`config.mk`:
```
export PLATFORM = sky130hd
export DESIGN_NAME = frame_line_sequencer
export DESIGN_NICKNAME = d
export VERILOG_FILES = /design/src/rtl/frame_line_sequencer_pkg.sv /design/src/rtl/frame_line_sequencer.sv
export SDC_FILE = /design/constraint.sdc
export NUM_CORES = 1
export LEC_CHECK = 0
export ABC_AREA = 1
export BUFFER_PORTS_ARGS = -buffer_cell sky130_fd_sc_hd__buf_2
export CELL_PAD_IN_SITES_DETAIL_PLACEMENT = 1
export CELL_PAD_IN_SITES_GLOBAL_PLACEMENT = 2
export CORE_AREA = 2 2 142 144
export DETAILED_ROUTE_END_ITERATION = 16
export DIE_AREA = 0 0 144 146
export PLACE_DENSITY = 0.76
export SLEW_MARGIN = 20
export SYNTH_ARGS = -nofsm -noshare
export SYNTH_HDL_FRONTEND = slang
export SYNTH_SLANG_ARGS = --single-unit
```
`constraint.sdc`:
```
create_clock -name i_clk -period 2.59 [get_ports i_clk]
set_input_delay 0.1295 -clock i_clk [delete_from_list [all_inputs] [get_ports i_clk]]
set_output_delay 0.1295 -clock i_clk [all_outputs]
set_load 0.005 [all_outputs]
```
`src/rtl/frame_line_sequencer_pkg.sv`:
```
// ============================================================================
// Module : frame_line_sequencer_pkg
// Brief  : State encoding and default geometry widths for the line sequencer.
// Rev    : 1.0  initial release
// ============================================================================
`default_nettype none

package frame_line_sequencer_pkg;

  localparam int unsigned DEF_AW = 32;
  localparam int unsigned DEF_LW = 12;
  localparam int unsigned DEF_LH = 12;

  localparam logic [1:0] ST_IDLE  = 2'd0;
  localparam logic [1:0] ST_ISSUE = 2'd1;
  localparam logic [1:0] ST_WAIT  = 2'd2;

endpackage

`default_nettype wire

```
`src/rtl/frame_line_sequencer.sv`:
```
// ============================================================================
// Module : frame_line_sequencer
// Brief  : Turns frame-start strobes into paced per-line fetch requests.
// Rev    : 1.0  initial release
// ============================================================================
`default_nettype none

module frame_line_sequencer
  import frame_line_sequencer_pkg::*;
#(
  parameter int unsigned AW = DEF_AW,
  parameter int unsigned LW = DEF_LW,
  parameter int unsigned LH = DEF_LH
) (
  input  logic          i_clk,
  input  logic          i_reset,
  input  logic          i_en,
  input  logic          i_frame_stb,
  input  logic [AW-1:0] i_baseaddr,
  input  logic [LW-1:0] i_line_words,
  input  logic [LH-1:0] i_nlines,
  output logic          o_req,
  output logic [AW-1:0] o_addr,
  output logic [LW-1:0] o_len,
  input  logic          i_ready,
  input  logic          i_line_done,
  output logic          o_busy,
  output logic          o_frame_done,
  output logic          o_overrun
);

  logic [1:0]    state_q, state_d;
  logic [AW-1:0] addr_q, addr_d;
  logic [LW-1:0] len_q, len_d;
  logic [LH-1:0] nlines_q, nlines_d;
  logic [LH-1:0] cnt_q, cnt_d;
  logic          pending_q, pending_d;
  logic          frame_done_q, frame_done_d;
  logic          overrun_q, overrun_d;

  logic          w_start_req;
  logic          w_geom_ok;
  logic          w_last_line;
  logic [AW-1:0] w_step;

  assign w_start_req = (i_frame_stb || pending_q) && i_en;
  assign w_geom_ok   = (i_line_words != '0) && (i_nlines != '0);
  assign w_last_line = (cnt_q == (nlines_q - 1'b1));
  assign w_step      = {{(AW-LW){1'b0}}, len_q};

  always_ff @(posedge i_clk) begin
    if (i_reset) begin
      state_q      <= ST_IDLE;
      addr_q       <= '0;
      len_q        <= '0;
      nlines_q     <= '0;
      cnt_q        <= '0;
      pending_q    <= 1'b0;
      frame_done_q <= 1'b0;
      overrun_q    <= 1'b0;
    end else begin
      state_q      <= state_d;
      addr_q       <= addr_d;
      len_q        <= len_d;
      nlines_q     <= nlines_d;
      cnt_q        <= cnt_d;
      pending_q    <= pending_d;
      frame_done_q <= frame_done_d;
      overrun_q    <= overrun_d;
    end
  end

  always_comb begin
    state_d      = state_q;
    addr_d       = addr_q;
    len_d        = len_q;
    nlines_d     = nlines_q;
    cnt_d        = cnt_q;
    pending_d    = pending_q;
    frame_done_d = 1'b0;
    overrun_d    = 1'b0;

    case (state_q)
      ST_IDLE: begin
        // A start with a degenerate geometry consumes the request silently.
        if (w_start_req) begin
          pending_d = 1'b0;
          if (w_geom_ok) begin
            addr_d   = i_baseaddr;
            len_d    = i_line_words;
            nlines_d = i_nlines;
            cnt_d    = '0;
            state_d  = ST_ISSUE;
          end
        end
      end
      ST_ISSUE: begin
        if (i_ready) begin
          state_d = ST_WAIT;
        end
      end
      ST_WAIT: begin
        if (i_line_done) begin
          if (w_last_line) begin
            state_d      = ST_IDLE;
            frame_done_d = 1'b1;
          end else begin
            cnt_d   = cnt_q + 1'b1;
            addr_d  = addr_q + w_step;
            state_d = ST_ISSUE;
          end
        end
      end
      default: begin
        state_d = ST_IDLE;
      end
    endcase

    // Strobes during a frame are remembered once and flagged every time.
    if ((state_q != ST_IDLE) && i_frame_stb) begin
      overrun_d = 1'b1;
      pending_d = 1'b1;
    end
  end

  always_comb begin
    o_req        = (state_q == ST_ISSUE);
    o_busy       = (state_q != ST_IDLE);
    o_addr       = addr_q;
    o_len        = len_q;
    o_frame_done = frame_done_q;
    o_overrun    = overrun_q;
  end

endmodule

`default_nettype wire

```
==> metrics <==
HP Class in -> reg; final instance area 6604 sq um; Post-Syn Area between 5000 and 6000 sq um; # IOs 110; CTS root buf clkbuf_16; Netlist cell types 32; Core ar. 19330 sq um; Fin. Hold Viols 0; Critical Path AT between 2 and 3 ns; crit path max fanout 7; Fill cells 2606; Worst path slowest cell fa_1; Fin Hold WS around 0.016 ns; Worst Reg-to-Reg Cells 14; first-pass GRT wire length 33120 um; PwrDens 612.0 nW/um^2; DRT Pass-1 Iters 6; Die Span Y 146 um; CP startpoint kind flip-flop; slack of the worst reg-to-reg path 0.26 ns; GRT Resource Usage Total 0.2011; warning count from the yosys run 0; area taken by multi-input logic gates roughly 3300 sq um; CP startpoint o_addr[0]; post-synthesis cell count 925; Slew Viols, Final 0; Max Freq 428.8 MHz; Detail Route Antenna Nets 0; Seq. cell area 1461 sq um; area grow syn2layout 23.00%; IO buf count 109; detailed placer's ending HPWL 15660 um; Critical Path, Cell by Cell ha_1 > inv_1 > fa_1 > inv_1 > nand2_1 > nand3_1 > nand2_1 > nand2_1 > nand2_1 > nand2_1 > nand3_1 > nand2_1 > nand4_1 > a21oi_1; Post-layout nets 1109; num rows 51; post-placement cell count 1286; clock transition at the registers of the reported paths around 0.070 ns; Reg2Reg Capture Point o_addr[18]; WL per Instance approximately 16 um; final setup fails 0; area post-placement 6294 sq um; Clock Tree Buf Depth 2; Slew @ Worst Pin about 0.7 ns; die area ~21000 sq um; Sink Count 73; number of DRC markers in iteration 0 307; Net Count, Synth 1002; Core Util, Final 0.3416; number of CTS-inserted buffers 9; initial core utilization 0.2777; DRC viols 0; slowest stage delay, CP 0.42 ns; GR Overflow Total 0; CTS tree done; Mean Syn Cell Area 5.804 sq um; vias in the first global route 6283; cell leakage power about 0.0032 uW; Seq cells post-synth 73; average vias per placed instance 4.767; status finished clean; share of cells above drive strength 1 0.1610; non-filler cells, final 1302; routed vias 6207; largest net degree at the start of global routing 56; crit end category flip-flop; Crit path top cell by count nand2_1; Final period util 0.9005; max cap viols 0; total wire length 20770 um; routability cong. 0.8424; Setup TNS 0 ns; Worst Path Required approximately 2.9 ns; Ant. Diodes 0; # hold bufs at CTS 0; htree depth 3; RR Startpoint o_addr[0]; Clock Latency Late Sink 0.36 ns; critical setup path kind reg -> reg; Slew headroom 0.5341; Final Skew 0.01058 ns; sequential fraction of the synthesis area 0.2722; Worst VDD drop 0.0003796 V; Die Wd 144 um; Critical Path End o_addr[18]; Tmin final 2.332 ns; RSZ-0062 raised after global routing false; initial antenna violation count 0
==> layer usage <==
metal | part of all wire | global-route usage
met1 | 0.51 | 0.2878
met2 | 0.44 | 0.3133
met3 | 0.038 | 0.02896
met4 | 0.015 | 0.05637
met5 | 0 | 0
==> final cells by class <==
type	count	area share
clock buffers	10	0.03619
clock inverters	6	0.01004
inverters	115	0.06537
multi-input cells	701	0.5044
flip-flops and latches	73	0.2213
well taps	265	0.05021
repair buffers	132	0.1125
==> cells in the mapped netlist, drive strengths merged <==
cell,instances,share of area
inv,113,0.079
nand4,28,0.034
nor3b,1,0.0014
nand3,82,0.077
xor2,15,0.024
o31ai,2,0.0028
a21oi,60,0.057
buf,11,0.013
a21o,1,0.0014
nor2,92,0.066
dfxtp,73,0.27
nand2,315,0.22
o21ai,37,0.034
and2,1,0.0012
fa,1,0.0037
nor3,29,0.027
ha,14,0.033
nor4,4,0.0047
clkinv,2,0.0014
xnor2,7,0.011
or2,1,0.0012
nand3b,11,0.015
clkbuf,25,0.017
==> sequential cells by signal (all words and copies together) (netlist names) <==
| register | flops |
|---|---|
| o_frame_done | 1 |
| o_overrun | 1 |
| state_q | 2 |
| pending_q | 1 |
| nlines_q | 12 |
| o_len | 12 |
| cnt_q | 12 |
| o_addr | 32 |
==> worst max-delay path, delay by kind of cell (launching register included) <==
| kind | cells | cell delay [ns] |
|---|---|---|
| AOI/OAI and AO/OA | 1 | 0.16 |
| adders and majority gates | 2 | 0.63 |
| buffers and inverters | 2 | 0.20 |
| DFF | 1 | 0.35 |
| and+or+nand+nor | 9 | 0.93 |
==> worst min-delay path by stage <==
| stage | from | endpoint | slack [ns] | cells after the start |
|---|---|---|---|---|
| floorplan | i_frame_stb | o_overrun | 0.25 | 2 |
| global placement | i_frame_stb | o_overrun | 0.37 | 3 |
| detailed placement | i_frame_stb | o_overrun | 0.39 | 3 |
| CTS | i_frame_stb | o_overrun | 0.008 | 3 |
| global route | i_frame_stb | o_overrun | 0.04 | 3 |
| finish | i_frame_stb | o_overrun | 0.02 | 3 |
==> cell families after synthesis <==
| family | Yosys count | share of synthesized area |
|---|---|---|
| and+or+nand+nor | 564 | 0.4488 |
| buffers and inverters | 151 | 0.1107 |
| AOI/OAI and AO/OA | 100 | 0.09602 |
| DFF | 73 | 0.2722 |
| xor gates and xnor gates | 22 | 0.03589 |
| adders and majority gates | 15 | 0.03636 |
==> what timing repair did <==
action | CTS | global route
resized for setup | 0 | 2
endpoints found under the setup margin | 0 | 5
buffers inserted | 0 | 0
==> where the power goes <==
part           switching [uW]  internal, uW
combinational             821           474
clock                     575           775
sequential                150          1250
==> cells in the final DEF (no fill, tap or decap), drive strengths merged, types with 2 or more instances in the layout <==
master | synthesis | routed
a21oi | 60 | 60
buf | 11 | 132
clkbuf | 25 | 10
clkinv | 2 | 3
clkinvlp | 0 | 3
dfxtp | 73 | 73
ha | 14 | 14
inv | 113 | 114
nand2 | 315 | 315
nand3 | 82 | 82
nand3b | 11 | 11
nand4 | 28 | 28
nor2 | 92 | 92
nor3 | 29 | 29
nor4 | 4 | 4
o21ai | 37 | 37
o31ai | 2 | 2
xnor2 | 7 | 7
xor2 | 15 | 15
==> per-stage QoR <==
stage | worst slack [ns] | power [uW]
2_1_floorplan | 0.6314 | 2189
4_1_cts | 0.1920 | 4068
5_1_grt | 0.03090 | 4298
6_report | 0.2577 | 4042
3_5_place_dp | 0.2185 | 2719
3_3_place_gp | 0.2688 | 2708
Note: power is estimated with default switching activity, not from simulation.
